[src/rtl/mips_multicycle_control.sv]
// Main control FSM for the multicycle MIPS datapath: sequences fetch, decode,
// execute, memory and write-back, and drives every datapath control.
module mips_multicycle_control (
  input  logic       clk,
  input  logic       rst_n,
  input  logic [5:0] opcode,
  input  logic       mem_ready,
  output logic       PCWrite,
  output logic       PCWriteCond,
  output logic       IorD,
  output logic       MemRead,
  output logic       MemWrite,
  output logic       MemtoReg,
  output logic       IRWrite,
  output logic       RegWrite,
  output logic       RegDst,
  output logic       ALUSrcA,
  output logic [1:0] ALUSrcB,
  output logic [1:0] PCSource,
  output logic [1:0] ALUOp,
  output logic [3:0] state,
  output logic       illegal_op
);

  typedef enum logic [3:0] {
    S_FETCH    = 4'd0,  S_DECODE  = 4'd1,  S_MEMADDR = 4'd2,  S_MEMREAD = 4'd3,
    S_MEMWB    = 4'd4,  S_MEMWRITE = 4'd5, S_EXECUTE = 4'd6,  S_RTYPE_WB = 4'd7,
    S_BRANCH   = 4'd8,  S_JUMP    = 4'd9,  S_ADDI_EX = 4'd10, S_LUI_EX  = 4'd11,
    S_IMM_WB   = 4'd12, S_TRAP    = 4'd13
  } state_t;

  state_t     r_state;
  state_t     w_next;
  logic       r_fetch, r_jump_pc, r_pc_write_cond, r_iord, r_mem_read, r_mem_write;
  logic       r_mem_to_reg, r_reg_write, r_reg_dst, r_alu_src_a, r_illegal;
  logic [1:0] r_alu_src_b, r_pc_source, r_alu_op;
  logic       w_fetch, w_jump_pc, w_pc_write_cond, w_iord, w_mem_read, w_mem_write;
  logic       w_mem_to_reg, w_reg_write, w_reg_dst, w_alu_src_a, w_illegal;
  logic [1:0] w_alu_src_b, w_pc_source, w_alu_op;

  // mem_ready is a completion strobe: in FETCH, MEMREAD and MEMWRITE the access
  // is held (state and controls unchanged) until the cycle mem_ready is high.
  always_comb begin
    w_next = S_FETCH;
    case (r_state)
      S_FETCH:    w_next = mem_ready ? S_DECODE : S_FETCH;
      S_DECODE: begin
        case (opcode)
          6'h00:        w_next = S_EXECUTE;
          6'h23, 6'h2B: w_next = S_MEMADDR;
          6'h04:        w_next = S_BRANCH;
          6'h02:        w_next = S_JUMP;
          6'h08:        w_next = S_ADDI_EX;
          6'h0F:        w_next = S_LUI_EX;
          default:      w_next = S_TRAP;
        endcase
      end
      S_MEMADDR:  w_next = (opcode == 6'h23) ? S_MEMREAD : S_MEMWRITE;
      S_MEMREAD:  w_next = mem_ready ? S_MEMWB : S_MEMREAD;
      S_MEMWRITE: w_next = mem_ready ? S_FETCH : S_MEMWRITE;
      S_EXECUTE:  w_next = S_RTYPE_WB;
      S_ADDI_EX:  w_next = S_IMM_WB;
      S_LUI_EX:   w_next = S_IMM_WB;
      S_TRAP:     w_next = S_TRAP;
      default:    w_next = S_FETCH;
    endcase
  end

  // Controls are decoded from the next state so they register alongside it.
  always_comb begin
    w_fetch = 1'b0;  w_jump_pc = 1'b0;  w_pc_write_cond = 1'b0;  w_iord = 1'b0;
    w_mem_read = 1'b0;  w_mem_write = 1'b0;  w_mem_to_reg = 1'b0;  w_reg_write = 1'b0;
    w_reg_dst = 1'b0;  w_alu_src_a = 1'b0;  w_illegal = 1'b0;
    w_alu_src_b = 2'b00;  w_pc_source = 2'b00;  w_alu_op = 2'b00;
    case (w_next)
      S_FETCH:    begin w_fetch = 1'b1; w_mem_read = 1'b1; w_alu_src_b = 2'b01; end
      S_DECODE:   w_alu_src_b = 2'b11;
      S_MEMADDR:  begin w_alu_src_a = 1'b1; w_alu_src_b = 2'b10; end
      S_MEMREAD:  begin w_mem_read = 1'b1; w_iord = 1'b1; end
      S_MEMWB:    begin w_reg_write = 1'b1; w_mem_to_reg = 1'b1; end
      S_MEMWRITE: begin w_mem_write = 1'b1; w_iord = 1'b1; end
      S_EXECUTE:  begin w_alu_src_a = 1'b1; w_alu_op = 2'b10; end
      S_RTYPE_WB: begin w_reg_dst = 1'b1; w_reg_write = 1'b1; end
      S_BRANCH: begin
        w_alu_src_a = 1'b1;  w_alu_op = 2'b01;
        w_pc_write_cond = 1'b1;  w_pc_source = 2'b01;
      end
      S_JUMP:     begin w_jump_pc = 1'b1; w_pc_source = 2'b10; end
      S_ADDI_EX:  begin w_alu_src_a = 1'b1; w_alu_src_b = 2'b10; end
      S_LUI_EX:   begin w_alu_src_a = 1'b1; w_alu_src_b = 2'b10; w_alu_op = 2'b11; end
      S_IMM_WB:   w_reg_write = 1'b1;
      S_TRAP:     w_illegal = 1'b1;
      default:    w_illegal = 1'b0;
    endcase
  end

  always_ff @(posedge clk or negedge rst_n) begin
    if (!rst_n) begin
      r_state <= S_FETCH;
      r_fetch <= 1'b1;  r_jump_pc <= 1'b0;  r_pc_write_cond <= 1'b0;  r_iord <= 1'b0;
      r_mem_read <= 1'b1;  r_mem_write <= 1'b0;  r_mem_to_reg <= 1'b0;
      r_reg_write <= 1'b0;  r_reg_dst <= 1'b0;  r_alu_src_a <= 1'b0;  r_illegal <= 1'b0;
      r_alu_src_b <= 2'b01;  r_pc_source <= 2'b00;  r_alu_op <= 2'b00;
    end else begin
      r_state <= w_next;
      r_fetch <= w_fetch;  r_jump_pc <= w_jump_pc;  r_pc_write_cond <= w_pc_write_cond;
      r_iord <= w_iord;  r_mem_read <= w_mem_read;  r_mem_write <= w_mem_write;
      r_mem_to_reg <= w_mem_to_reg;  r_reg_write <= w_reg_write;  r_reg_dst <= w_reg_dst;
      r_alu_src_a <= w_alu_src_a;  r_illegal <= w_illegal;
      r_alu_src_b <= w_alu_src_b;  r_pc_source <= w_pc_source;  r_alu_op <= w_alu_op;
    end
  end

  // Fetch-time enables follow mem_ready live; rst_n gates them so reset forces 0.
  assign IRWrite     = r_fetch & mem_ready & rst_n;
  assign PCWrite     = r_jump_pc | (r_fetch & mem_ready & rst_n);
  assign PCWriteCond = r_pc_write_cond;
  assign IorD        = r_iord;
  assign MemRead     = r_mem_read;
  assign MemWrite    = r_mem_write;
  assign MemtoReg    = r_mem_to_reg;
  assign RegWrite    = r_reg_write;
  assign RegDst      = r_reg_dst;
  assign ALUSrcA     = r_alu_src_a;
  assign ALUSrcB     = r_alu_src_b;
  assign PCSource    = r_pc_source;
  assign ALUOp       = r_alu_op;
  assign state       = r_state;
  assign illegal_op  = r_illegal;

endmodule

[config.mk]
export PLATFORM = sky130hd
export DESIGN_NAME = mips_multicycle_control
export DESIGN_NICKNAME = d
export VERILOG_FILES = /design/src/rtl/mips_multicycle_control.sv
export SDC_FILE = /design/constraint.sdc
export NUM_CORES = 1
export LEC_CHECK = 0
export ABC_AREA = 1
export CORE_MARGIN = 10
export CORE_UTILIZATION = 52
export CTS_BUF_LIST = sky130_fd_sc_hd__clkbuf_4
export DETAILED_ROUTE_END_ITERATION = 8
export MAX_ROUTING_LAYER = met4
export PLACE_DENSITY = 0.92
export SYNTH_ARGS = -nofsm -noshare
export SYNTH_HDL_FRONTEND = slang
export SYNTH_SLANG_ARGS = --single-unit
[constraint.sdc]
create_clock -name clk -period 2.35 [get_ports clk]
set_input_delay 0.3525 -clock clk [delete_from_list [all_inputs] [get_ports clk]]
set_output_delay 0.3525 -clock clk [all_outputs]
set_load 0.01 [all_outputs]
==> results.py <==
metrics = {
    "detailed_routing": {
        "drt.antenna.violating_nets": 0,
        "vias": 979,
        "drc_errors": 0,
        "routed_wl_mm": 2.58,
        "drtIter0Drc": 36,
        "drt_pass1_iterations": 4,
        "vias_per_cell": 5.15,
        "routedWlPerCell_um": 13.6,
    },
    "power_and_ir_drop": {
        "p_switching_w": 0.000632,
        "pwr-share-seq_pct": 34.9,
        "switching_share_pct": 41.1,
        "power_density_nw_per_um2": 1090,
        "totalPowerFinal_w": 0.00154,
        "intPower_w": 0.000907,
        "vdd_drop_max_uv": 690,
        "p_comb_share_pct": 53.8,
        "cellLeakagePower_nw": 0.727,
        "clock_power_share_pct": 11.3,
    },
    "global_routing": {
        "antenna_found_initial": 0,
        "grt_start_max_net_pins": 21,
        "grt_usage_pct": 13.5,
        "grt_overflow_total": 0,
        "grt_pass1_vias": 1024,
        "grt_pass1_wl_mm": 4.49,
    },
    "setup_path": {
        "end_kind": "primary output",
        "critical_path.top_delay_family": "buffers and inverters",
        "cp_cell_sequence": "clkdlybuf4s50_1, and3_1, or2_2, clkdlybuf4s50_1",
        "crit_slowest_cell": "clkdlybuf4s50_1",
        "cp.required_ps": 2000,
        "critPathArrivalTime_ps": 1760,
        "crit_path_start_kind": "input port",
        "critPathMaxStageDelay_ps": 480,
        "rr_startpoint": "state[3]",
        "worst-path-max-fanout": 4,
        "critPathMostFrequentCell": "clkdlybuf4s50_1",
        "ff2ff_path_depth": 9,
        "criticalPathCategory": "in2out",
        "path_buf_inv": 2,
        "worstReg2RegEnd": "PCWriteCond",
        "reg2reg_slack_ps": 680,
        "startpoint": "mem_ready",
    },
    "synth": {
        "syn_nets": 139,
        "synth_cells": 130,
        "synthTopCellsByArea": "dfrtp_1 (40%), nand2_1 (9.6%), dfstp_2 (7.4%)",
        "synth_edf_count": 0,
        "synth_top_area_share_pct": 40.1,
        "avgSynthCellArea_um2": 8.16,
        "yosys-top-cells-count": "nand2_1 (27), nor2_1 (19), dfrtp_1 (17), inv_1 (16), nand3_1 (9)",
        "synth_seq_area_share_pct": 47.5,
        "syn_area_um2": 1060,
        "ys_seq_elements": 20,
        "yosys.area.top_type": "dfrtp_1",
        "yosysWarnings": 0,
        "ys_types": 22,
        "synth_ff_type": "dfrtp_1",
        "ys_async_sr_fraction_pct": 100,
        "synth.most_common_cell": "nand2_1",
    },
    "clock_tree": {
        "cts-root-buf": "clkbuf_4",
        "cts_resized": 0,
        "cts_buffer_depth": 2,
        "clk_latency_ps": 300,
        "cts_buffers": 3,
        "cts_tree": "done",
        "cts_setup_buffers": 0,
        "hold_buffers": 0,
        "path_clk_slew_ps": 110,
        "htree_levels": 1,
        "clock-sinks": 20,
    },
    "die": {
        "start_util_pct": 54.6,
        "dieWidth_um": 65.2,
        "row_count": 16,
        "die_area_um2": 4250,
        "ioPinCount": 30,
        "coreArea_um2": 1940,
        "die_y_um": 65.2,
    },
    "layout": {
        "area_growth_pct": 33.4,
        "fill_cells": 152,
        "largest_reg_flops": 4,
        "fin_nets": 173,
        "register_area_um2": 504,
        "num_antenna_cells": 0,
        "multi_input_area_um2": 467,
        "layout-drive-gt1-share_pct": 22.1,
        "postLayoutCellArea_um2": 1420,
    },
    "timing": {
        "setup_tns_ps": 0,
        "worst_slew_pin_slew_ps": 266,
        "finalCritPeriodShare_pct": 89.7,
        "slew_violations": 0,
        "setup_viol": 0,
        "slew_headroom_pct": 82.3,
        "skew_ps": 8.50,
        "rsz0062_at_grt": "false",
        "fmax_mhz": 474,
        "period_needed_ps": 2110,
        "hold_viol_final": 0,
    },
    "placement": {
        "port_buffers": 29,
        "dp_hpwl_mm": 2.21,
        "gp_congestion": 0.960,
        "post_dp_cell_area_um2": 1390,
    },
    "job": {
        "maxCapViolations": 0,
    },
    "hold_path": {
        "min_path_type": "in2async",
    },
    "outcome": {
        "outcome": "finished, final reports clean",
    },
}
==> worst reg2reg max path: stages, from the launching register on <==
cell     delay, ps
dfrtp_1        440
nor2_2         270
inv_2           70
nor2_4         130
inv_2           50
o21ai_2        210
inv_2          100
nor2_4         160
inv_2           60
nor2_1         110
==> kinds of logic after synthesis <==
| logic type | Yosys count | synth area share (%) |
|---|---|---|
| and+or+nand+nor | 78 | 37.9 |
| buffers and inverters | 23 | 8.49 |
| DFF | 20 | 47.5 |
| AOI/OAI and AO/OA | 9 | 6.13 |
==> layout by cell type, fill, tap and decap left out <==
cell type,count
clkdlybuf4s50_1,29
nand2_1,27
nor2_1,19
dfrtp_1,17
inv_1,16
nand3_1,9
nand2_2,6
inv_2,6
nor2_4,5
nand4_1,4
clkbuf_4,4
dfstp_2,3
nor2_2,3
o21ai_2,3
o21a_1,2
o21ai_1,2
a21oi_2,1
nand3_2,1
nand2_4,1
o21ai_0,1
nand4_2,1
and3_1,1
or2_2,1
buf_4,1
==> cell type report <==
cell class | count | area share [%]
flip-flops and latches | 20 | 35.6
inverters | 22 | 5.84
clock buffers | 4 | 2.12
repair buffers | 30 | 21.0
well taps | 27 | 2.39
multi-input cells | 87 | 33.0
==> per-stage QoR <==
stage / cells / util [%] / setup slack (ps) / hold slack, ps
2_1_floorplan: 130 / - / 906 / 56.9
3_3_place_gp: 186 / 71.3 / 271 / 621
3_5_place_dp: 186 / 71.3 / 230 / 650
4_1_cts: 190 / 72.9 / 226 / 418
5_1_grt: 190 / 72.9 / 172 / 438
6_report: 190 / 72.9 / 242 / 407
==> power groups by stage <==
stage / Clock (W) / Combinational (W) / Sequential [W]
6_report: 0.000174 / 0.000828 / 0.000538
4_1_cts: 0.000179 / 0.000835 / 0.000539
2_1_floorplan: 0 / 0.000436 / 0.000587
3_3_place_gp: 0 / 0.000802 / 0.000535
3_5_place_dp: 0 / 0.000831 / 0.000547
5_1_grt: 0.000193 / 0.000904 / 0.000552
==> per-layer routing <==
metal  global-route usage (%)  share of wire, %
met1                     11.7                35
met2                     23.4                53
met3                     3.90               7.3
met4                     11.5               4.8
met5                        -                 0
==> worst max path at each step <==
stage,cells after the start,end,slack (ps)
final,4,PCWrite,240
after global routing,4,PCWrite,170
after CTS,4,PCWrite,230
after detailed placement,4,PCWrite,230
after global placement,4,PCWrite,270
after floorplan,11,ALUSrcA,910
Note: power is estimated with default switching activity, not from simulation.
